**config.mk**
```make
export PLATFORM = sky130hd
export DESIGN_NAME = dmem_arbiter
export DESIGN_NICKNAME = d
export VERILOG_FILES = /design/src/rtl/dmem_arbiter.sv
export SDC_FILE = /design/constraint.sdc
export NUM_CORES = 1
export LEC_CHECK = 0
export ABC_AREA = 0
export ABC_CLOCK_PERIOD_IN_PS = 1800
export BUFFER_PORTS_ARGS = -buffer_cell sky130_fd_sc_hd__buf_2
export CAP_MARGIN = 10
export CORE_AREA = 2 2 226 228
export DETAILED_ROUTE_END_ITERATION = 10
export DIE_AREA = 0 0 228 230
export GPL_ROUTABILITY_DRIVEN = 0
export PLACE_DENSITY = 0.53
export SYNTH_ARGS = -nofsm -noshare
export SYNTH_HDL_FRONTEND = slang
export SYNTH_SLANG_ARGS = --single-unit
```
**constraint.sdc**
```tcl
create_clock -name CLK -period 1.8 [get_ports CLK]
set_input_delay 0.09 -clock CLK [delete_from_list [all_inputs] [get_ports CLK]]
set_output_delay 0.09 -clock CLK [all_outputs]
set_load 0.01 [all_outputs]
```
**src/rtl/dmem_arbiter.sv**
```systemverilog
// rtl/dmem_arbiter.sv - two-port arbiter and access sequencer for the 64-bit data memory
// Optional macro DMEM_ARB_RR_EN selects round-robin arbitration; otherwise port 0 has fixed priority.
module dmem_arbiter #(
  parameter int unsigned MEM_LAT = 1
) (
  input  logic        CLK,
  input  logic        RESET,
  input  logic        REQ0,
  input  logic        REQ1,
  input  logic        WR0,
  input  logic        WR1,
  input  logic [63:0] ADDR0,
  input  logic [63:0] ADDR1,
  input  logic [63:0] WDATA0,
  input  logic [63:0] WDATA1,
  output logic        ACK0,
  output logic        ACK1,
  output logic [63:0] RDATA0,
  output logic [63:0] RDATA1,
  output logic [63:0] MEM_ADDR,
  output logic [63:0] MEM_WDATA,
  output logic        MEM_WR,
  input  logic [63:0] MEM_RDATA,
  output logic        BUSY,
  output logic        GRANT_ID
);

  typedef enum logic [1:0] {
    S_IDLE   = 2'd0,
    S_ACCESS = 2'd1,
    S_WAIT   = 2'd2,
    S_RESP   = 2'd3
  } state_t;

  localparam logic [3:0] LAT_INIT = 4'(MEM_LAT);

  state_t      state;
  state_t      state_nx;
  logic        any_req;
  logic        win;
  logic        lat_wr;
  logic [63:0] lat_addr;
  logic [63:0] lat_wdata;
  logic [3:0]  cnt;

`ifdef DMEM_ARB_RR_EN
  logic rr_ptr;

  // Pointer holds the last granted port; the other port wins a tie.
  always_ff @(posedge CLK) begin
    if (!RESET) begin
      rr_ptr <= 1'b1;
    end else if (state == S_IDLE && any_req) begin
      rr_ptr <= win;
    end
  end

  always_comb begin
    win = (REQ0 && REQ1) ? ~rr_ptr : REQ1;
  end
`else
  always_comb begin
    win = ~REQ0;
  end
`endif

  assign any_req = REQ0 | REQ1;

  always_comb begin
    state_nx = state;
    case (state)
      S_IDLE:   if (any_req) state_nx = S_ACCESS;
      S_ACCESS: state_nx = S_WAIT;
      S_WAIT:   if (cnt == 4'd1) state_nx = S_RESP;
      S_RESP:   state_nx = S_IDLE;
      default:  state_nx = S_IDLE;
    endcase
  end

  always_ff @(posedge CLK) begin
    if (!RESET) begin
      state     <= S_IDLE;
      BUSY      <= 1'b0;
      GRANT_ID  <= 1'b0;
      lat_wr    <= 1'b0;
      lat_addr  <= 64'd0;
      lat_wdata <= 64'd0;
      cnt       <= 4'd0;
      RDATA0    <= 64'd0;
      RDATA1    <= 64'd0;
    end else begin
      state <= state_nx;
      BUSY  <= (state_nx != S_IDLE);
      case (state)
        S_IDLE: begin
          if (any_req) begin
            GRANT_ID  <= win;
            lat_wr    <= win ? WR1 : WR0;
            lat_addr  <= win ? ADDR1 : ADDR0;
            lat_wdata <= win ? WDATA1 : WDATA0;
            cnt       <= LAT_INIT;
          end
        end
        S_WAIT: begin
          // Writes run the same sequence but never disturb the read-data registers.
          if (cnt == 4'd1) begin
            if (!lat_wr) begin
              if (GRANT_ID) RDATA1 <= MEM_RDATA;
              else          RDATA0 <= MEM_RDATA;
            end
          end else begin
            cnt <= cnt - 4'd1;
          end
        end
        default: ;
      endcase
    end
  end

  assign MEM_ADDR  = lat_addr;
  assign MEM_WDATA = lat_wdata;
  assign MEM_WR    = (state == S_ACCESS) && lat_wr;
  assign ACK0      = (state == S_RESP) && !GRANT_ID;
  assign ACK1      = (state == S_RESP) && GRANT_ID;

endmodule
```
Word level (Yosys, flattened, before mapping)
Cells that the tools add are included.

Multiply operators: 0. Div/mod/pow operators: 0. $add $sub $neg: 1. Eq/ne operators: 6. Bitwise operators: 4. Shift-type cells: 0. Reductions and logical operators: 11. Muxes and demuxes: 9. $lt $le $gt $ge: 0.

Operator list (count): 2-to-1 mux 64 bit (2); 2-to-1 mux 4 bit (2); one-hot mux 2 bit (4 select lines) (1); one-hot mux 4 bit (2 select lines) (1); AND reduction 4 bit (2); == test 2 bit, second input constant (2); == test 4 x 1 -> 1 bit, second input constant (1); 2-to-1 mux 2 bit (2); inequality test 2 bit, second input constant (2); nonzero test 2 bit (2); subtractor 4 x 1 -> 4 bit, second input constant (1); logical AND 1 bit (3); inverter 1 bit (3); AND reduction 3 bit (1); == test 2 x 1 -> 1 bit, second input constant (1); zero test 2 bit (1); AND reduction 2 bit (1); zero test 1 bit (1); 2-to-1 mux 1 bit (1); OR 1 bit (1).

Memories kept: 0. Bits in latches: 0. Register bits: 265. ROM bits: 0. Logic and storage cells: 40. RAM bits: 0.

Depth between registers and ports, before layout
Depth after elaboration: 4. Mapped depth: 9. Depth with buffers taken out: 6.

Least setup slack after synthesis
OpenSTA, ideal clock, no wires.

Path type: reg-to-reg. From: register state[0]. To: register RDATA0[10]. Path slack: -0.028 ns. Stages on the path, launching flop included: 10. Arrival time: 1.700 ns. Setup time: 0.128 ns. Cells stage by stage: dfxtp_1 -> inv_1 -> ha_1 -> nand4bb_4 -> or3_4 -> buf_6 -> buf_6 -> buf_6 -> nand3_2 -> o21ai_1.

Cells in the longest elaborated chain, start to end: 2.

Ends and longest elaborated chain: start, declared (RTL line 37) `state_t state;`; start signal, assigned (RTL line 92) `state <= state_nx;`; == test 2 bit (RTL line 94) `case (state)`; AND reduction 4 bit (no line); end signal, assigned (RTL line 89) `RDATA0 <= 64'd0;`; end signal, assigned (RTL line 109) `else RDATA0 <= MEM_RDATA;`; end, declared (RTL line 18) `output logic [63:0] RDATA0,`.

No other way between the ends. A chain may end at the register's enable or synchronous reset.

Worst setup path after layout
From: register state[0]. To: register cnt[0].

Cells in the longest elaborated chain, start to end: 3. Elaborated cells between the ends (all ways): 7. Classes of those cells: eq/ne: 3; mux: 1; reduce/logical: 3.

Ends and longest elaborated chain: == test 2 bit / zero test 2 bit (equally long branches) (RTL line 94); inequality test 2 bit (no line) / nonzero test 2 bit (equally long branches); AND reduction 3 bit (no line); end signal, assigned (RTL line 112) `cnt <= cnt - 4'd1;`; end, declared (RTL line 44) `logic [3:0] cnt;`.

Several ways; a longest one is shown, not always the timed one.

==> impl_metrics.ini <==
[place]
placed_cells_incl_taps = 2408
buffer_ports.inserted = 586
post-place-ws_ns = 0.0234
dp.final_hpwl_um = 30900

[logic_synthesis]
synthesis.instances = 1203
ys_warn_count = 0
synth_compound_gate_area_share = 0.157
synth.net_count = 1536
synth_flop_cell = sky130_fd_sc_hd__dfxtp_1
synth_area_sq_mm = 0.0108
synthAdderAreaFrac = 0.00814
postSynthRegisterBits = 265
synthArstFlopShare = 0
synth_top_cell_area_share = 0.493
postSynthAreaPerCell_sq_um = 8.94
synth_area_leaders = sky130_fd_sc_hd__dfxtp_1 (49%), sky130_fd_sc_hd__mux2i_1 (12%), sky130_fd_sc_hd__a211oi_1 (9.1%), sky130_fd_sc_hd__nand3_1 (5.7%), sky130_fd_sc_hd__o21ai_0 (5.1%)
synth.yosys.seq_area_share = 0.493
post_synth_xor_xnor_area = 0.00163
synth_simple_gate_area_share = 0.170
synth_top_family_by_area = simple AND/OR/NAND/NOR gates
post-synth-top-area-cell = sky130_fd_sc_hd__dfxtp_1
synthDistinctLibCells = 37
synth.area.mux_share = 0.120
synth-edff-count = 0

[sta]
timing_hold_violations_final = 0
report.final.setup_viol = 0
final_period_util = 0.949
post-route-min-period_ns = 1.71
maxClockFrequency_mhz = 585
fin_worst_hold_slack_ns = 0.0249
setup_total_negative_slack_ns = 0
setup_repair_after_global_routing_missed_its_margin = yes
relSlewSlack = 0.648
worst_slack_ns = 0.0918
worst_slew_pin_slew_ns = 0.513
finClkSkew_ns = 0.0199
final_max_slew_viol_count = 0

[detailed_routing]
dr_total_vias = 12400
totalWireLength_um = 46500
post_route_antenna_net_violation_count = 0
drc = 0
detailedRoute.firstPassIterationCount = 5
via_per_inst = 4.42
drt_iter0_markers = 530
routed_wire_length_per_instance_um = 16.6

[cts]
clock_slew_seen_by_the_registers_of_the_worst_setup_and_hold_paths_ns = 0.06
ctsHtreeMaxLevel = 1
root_cell_of_the_clock_tree = sky130_fd_sc_hd__clkbuf_16
cts_tree = built
max-clock-path-buffers = 3
worstSkewPairLatency_ns = 0.57
cts.sinks = 265
number_of_buffers_inserted_during_clock_tree_synthesis = 30

[worst_setup_path]
crit_buf_inv = 2
worst-endpoint-arrival_ns = 2.19
worstPathCellList = inv_2 > buf_4 > ha_4 > or3b_2 > nand3_1 > o21ai_0 > a211oi_1
cp_data_required_time_ns = 2.28
timing.critical_path.max_delay_family = simple AND/OR/NAND/NOR gates
worst-r2r-cell-count = 7
critical_path_peak_fanout = 5
critical_path.max_stage_delay_ns = 0.52
worstSetupEndpointType = flip-flop
timing.critical_path.slowest_stage_cell = sky130_fd_sc_hd__or3b_2
worst_setup_path_start_kind = flip-flop
path_depth = 7
timing_worst_setup_path_type = reg2reg

[final_layout]
final-instance-count-excl-fill = 2797
design.final.nets = 2426
p_r_area_growth_vs_syn_pct = 80.2
share_of_final_layout_standard_cells_stronger_than_drive_strength_1 = 0.356

[global_routing]
grt_antenna_before_repair = 10
grt_first_pass_wirelength_um = 68400
grt_start_max_net_pins = 106
grt.total_usage = 0.163
vias_in_the_first_global_route = 12500
total_overflow_reported_by_the_global_router = 0

[floorplanning]
core_region_area_sq_mm = 0.0499
boundary_pins = 587
floorplan.initialDensity = 0.216
dieHeight_um = 230
die_width_um = 228
die_area_sq_mm = 0.0524
num_rows = 82

[run_status]
run_status = finished clean

[power]
vdd_drop_max_mv = 0.764
switching_share = 0.338
cellLeakagePower_nw = 8.98
combinationalPowerShare = 0.374
power_report.internal_total_w = 0.0150
power.clock.fraction = 0.284
seq_power_share = 0.342
powerDensity_mw_per_mm2 = 1170
switching_power_w = 0.00767
power.total_w = 0.0227

[run]
drv.max_cap_violation_count = 0

[worst_hold_path]
holdCritPathClass = in2reg
whs_path_depth = 3
==> per-layer routing <==
layer	global-route usage	routed length, um	vias to the layer above
met4	0.0903	2270	2
met3	0.0428	3170	113
li1	-	-	6036
met5	0	9	-
met1	0.173	17700	5717
met2	0.295	23400	496
==> Yosys cell counts (2+ instances only) <==
cell type / number
sky130_fd_sc_hd__o21ai_1: 19
sky130_fd_sc_hd__nand4_1: 2
sky130_fd_sc_hd__o21ai_0: 109
sky130_fd_sc_hd__a211oi_1: 131
sky130_fd_sc_hd__buf_1: 9
sky130_fd_sc_hd__inv_1: 4
sky130_fd_sc_hd__a21oi_1: 2
sky130_fd_sc_hd__nand2_1: 130
sky130_fd_sc_hd__or2_2: 2
sky130_fd_sc_hd__buf_4: 2
sky130_fd_sc_hd__ha_1: 7
sky130_fd_sc_hd__and2_1: 3
sky130_fd_sc_hd__o21ai_2: 4
sky130_fd_sc_hd__nand3_2: 6
sky130_fd_sc_hd__nand3_1: 123
sky130_fd_sc_hd__dfxtp_1: 265
sky130_fd_sc_hd__xor2_1: 2
sky130_fd_sc_hd__mux2i_1: 129
sky130_fd_sc_hd__nor2_1: 135
sky130_fd_sc_hd__buf_2: 36
sky130_fd_sc_hd__nor2b_1: 2
sky130_fd_sc_hd__buf_6: 5
sky130_fd_sc_hd__clkbuf_1: 62
==> worst reg2reg max path, stage by stage, from the launching register on <==
cell and delay (ns):
sky130_fd_sc_hd__dfxtp_2 0.32, sky130_fd_sc_hd__inv_2 0.08, sky130_fd_sc_hd__buf_4 0.13, sky130_fd_sc_hd__ha_4 0.15
sky130_fd_sc_hd__or3b_2 0.52, sky130_fd_sc_hd__nand3_1 0.11, sky130_fd_sc_hd__o21ai_0 0.08, sky130_fd_sc_hd__a211oi_1 0.23
==> area by class of cell <==
cell class	count	area, sq um
Clock buffer	45	917
Tap cell	672	841
Sequential cell	265	5310
Timing Repair Buffer	973	7080
Clock inverter	10	140
Fill cell	4930	30500
Inverter	5	21.3
Multi-Input combinational cell	818	5060
Antenna cell	9	22.5
==> registers in the layout, indices dropped and copies added, names as in the netlist <==
name / flops
MEM_ADDR: 64
lat_wr: 1
RDATA0: 64
RDATA1: 64
BUSY: 1
MEM_WDATA: 64
GRANT_ID: 1
state: 2
cnt: 4
==> power by group through the flow <==
stage	combinational [W]	sequential, W	clock [W]
finish	0.00848	0.00776	0.00645
global route	0.00924	0.00790	0.00684
CTS	0.00741	0.00775	0.00661
detailed placement	0.00671	0.00783	0
global placement	0.00663	0.00782	0
floorplan	0.00327	0.00832	0
==> kinds of logic (layout without fill, tap and decap cells) <==
group | Yosys count | in the layout
xor+xnor | 2 | 2
simple gates | 412 | 412
compound gates | 268 | 268
flops | 265 | 265
other cells | 0 | 9
fa+ha+maj | 7 | 7
mux | 129 | 129
buf+inv | 120 | 1033
==> path summary, 6_finish.rpt <==
path                                start                         end  slack [ns]
hold reg to reg   RDATA1[58]$_SDFFE_PN0P_     RDATA1[58]$_SDFFE_PN0P_        0.45
hold / removal                 WDATA1[47]  MEM_WDATA[47]$_SDFFE_PN0P_        0.02
setup / recovery      state[0]$_SDFF_PN0_         cnt[0]$_SDFFE_PN0P_        0.09
setup reg to reg      state[0]$_SDFF_PN0_         cnt[0]$_SDFFE_PN0P_        0.09
==> layout by cell type (no fill, tap or decap), types with 3 or more instances in the layout <==
master                          Yosys  final
sky130_fd_sc_hd__mux2i_1          129    129
sky130_fd_sc_hd__clkbuf_16          0     36
sky130_fd_sc_hd__dlygate4sd3_1      0    314
sky130_fd_sc_hd__buf_6              5     13
sky130_fd_sc_hd__buf_4              2     36
sky130_fd_sc_hd__clkinv_2           0      5
sky130_fd_sc_hd__clkbuf_1          62      4
sky130_fd_sc_hd__bufinv_16          0      3
sky130_fd_sc_hd__ha_1               7      4
sky130_fd_sc_hd__buf_2             36    584
sky130_fd_sc_hd__buf_16             0      8
sky130_fd_sc_hd__nand3_1          123    123
sky130_fd_sc_hd__nor2_1           135    135
sky130_fd_sc_hd__nand3_2            6      6
sky130_fd_sc_hd__buf_12             0      9
sky130_fd_sc_hd__diode_2            0      9
sky130_fd_sc_hd__dfxtp_1          265    263
sky130_fd_sc_hd__clkbuf_8           0     12
sky130_fd_sc_hd__nand2_1          130    130
sky130_fd_sc_hd__ha_4               0      3
sky130_fd_sc_hd__o21ai_2            4      5
sky130_fd_sc_hd__o21ai_0          109    101
sky130_fd_sc_hd__and2_1             3      3
sky130_fd_sc_hd__a211oi_2           0     18
sky130_fd_sc_hd__a211oi_1         131    113
sky130_fd_sc_hd__o21ai_1           19     26
==> timing repair <==
item,CTS,global route
endpoints found under the hold margin,254,0
resized for setup,15,47
hold buffers,314,0
endpoints found under the setup margin,2,173
cloned,2,7
setup buffers,2,1
pin swaps,1,1
==> per-stage QoR <==
stage	utilization	area, sq um
after CTS	0.380	19000
after global routing	0.389	19400
final	0.389	19400
after detailed placement	0.294	14700
after floorplan	-	10800
after global placement	0.294	14700
No activity file was read; power rests on OpenSTA's default activity.
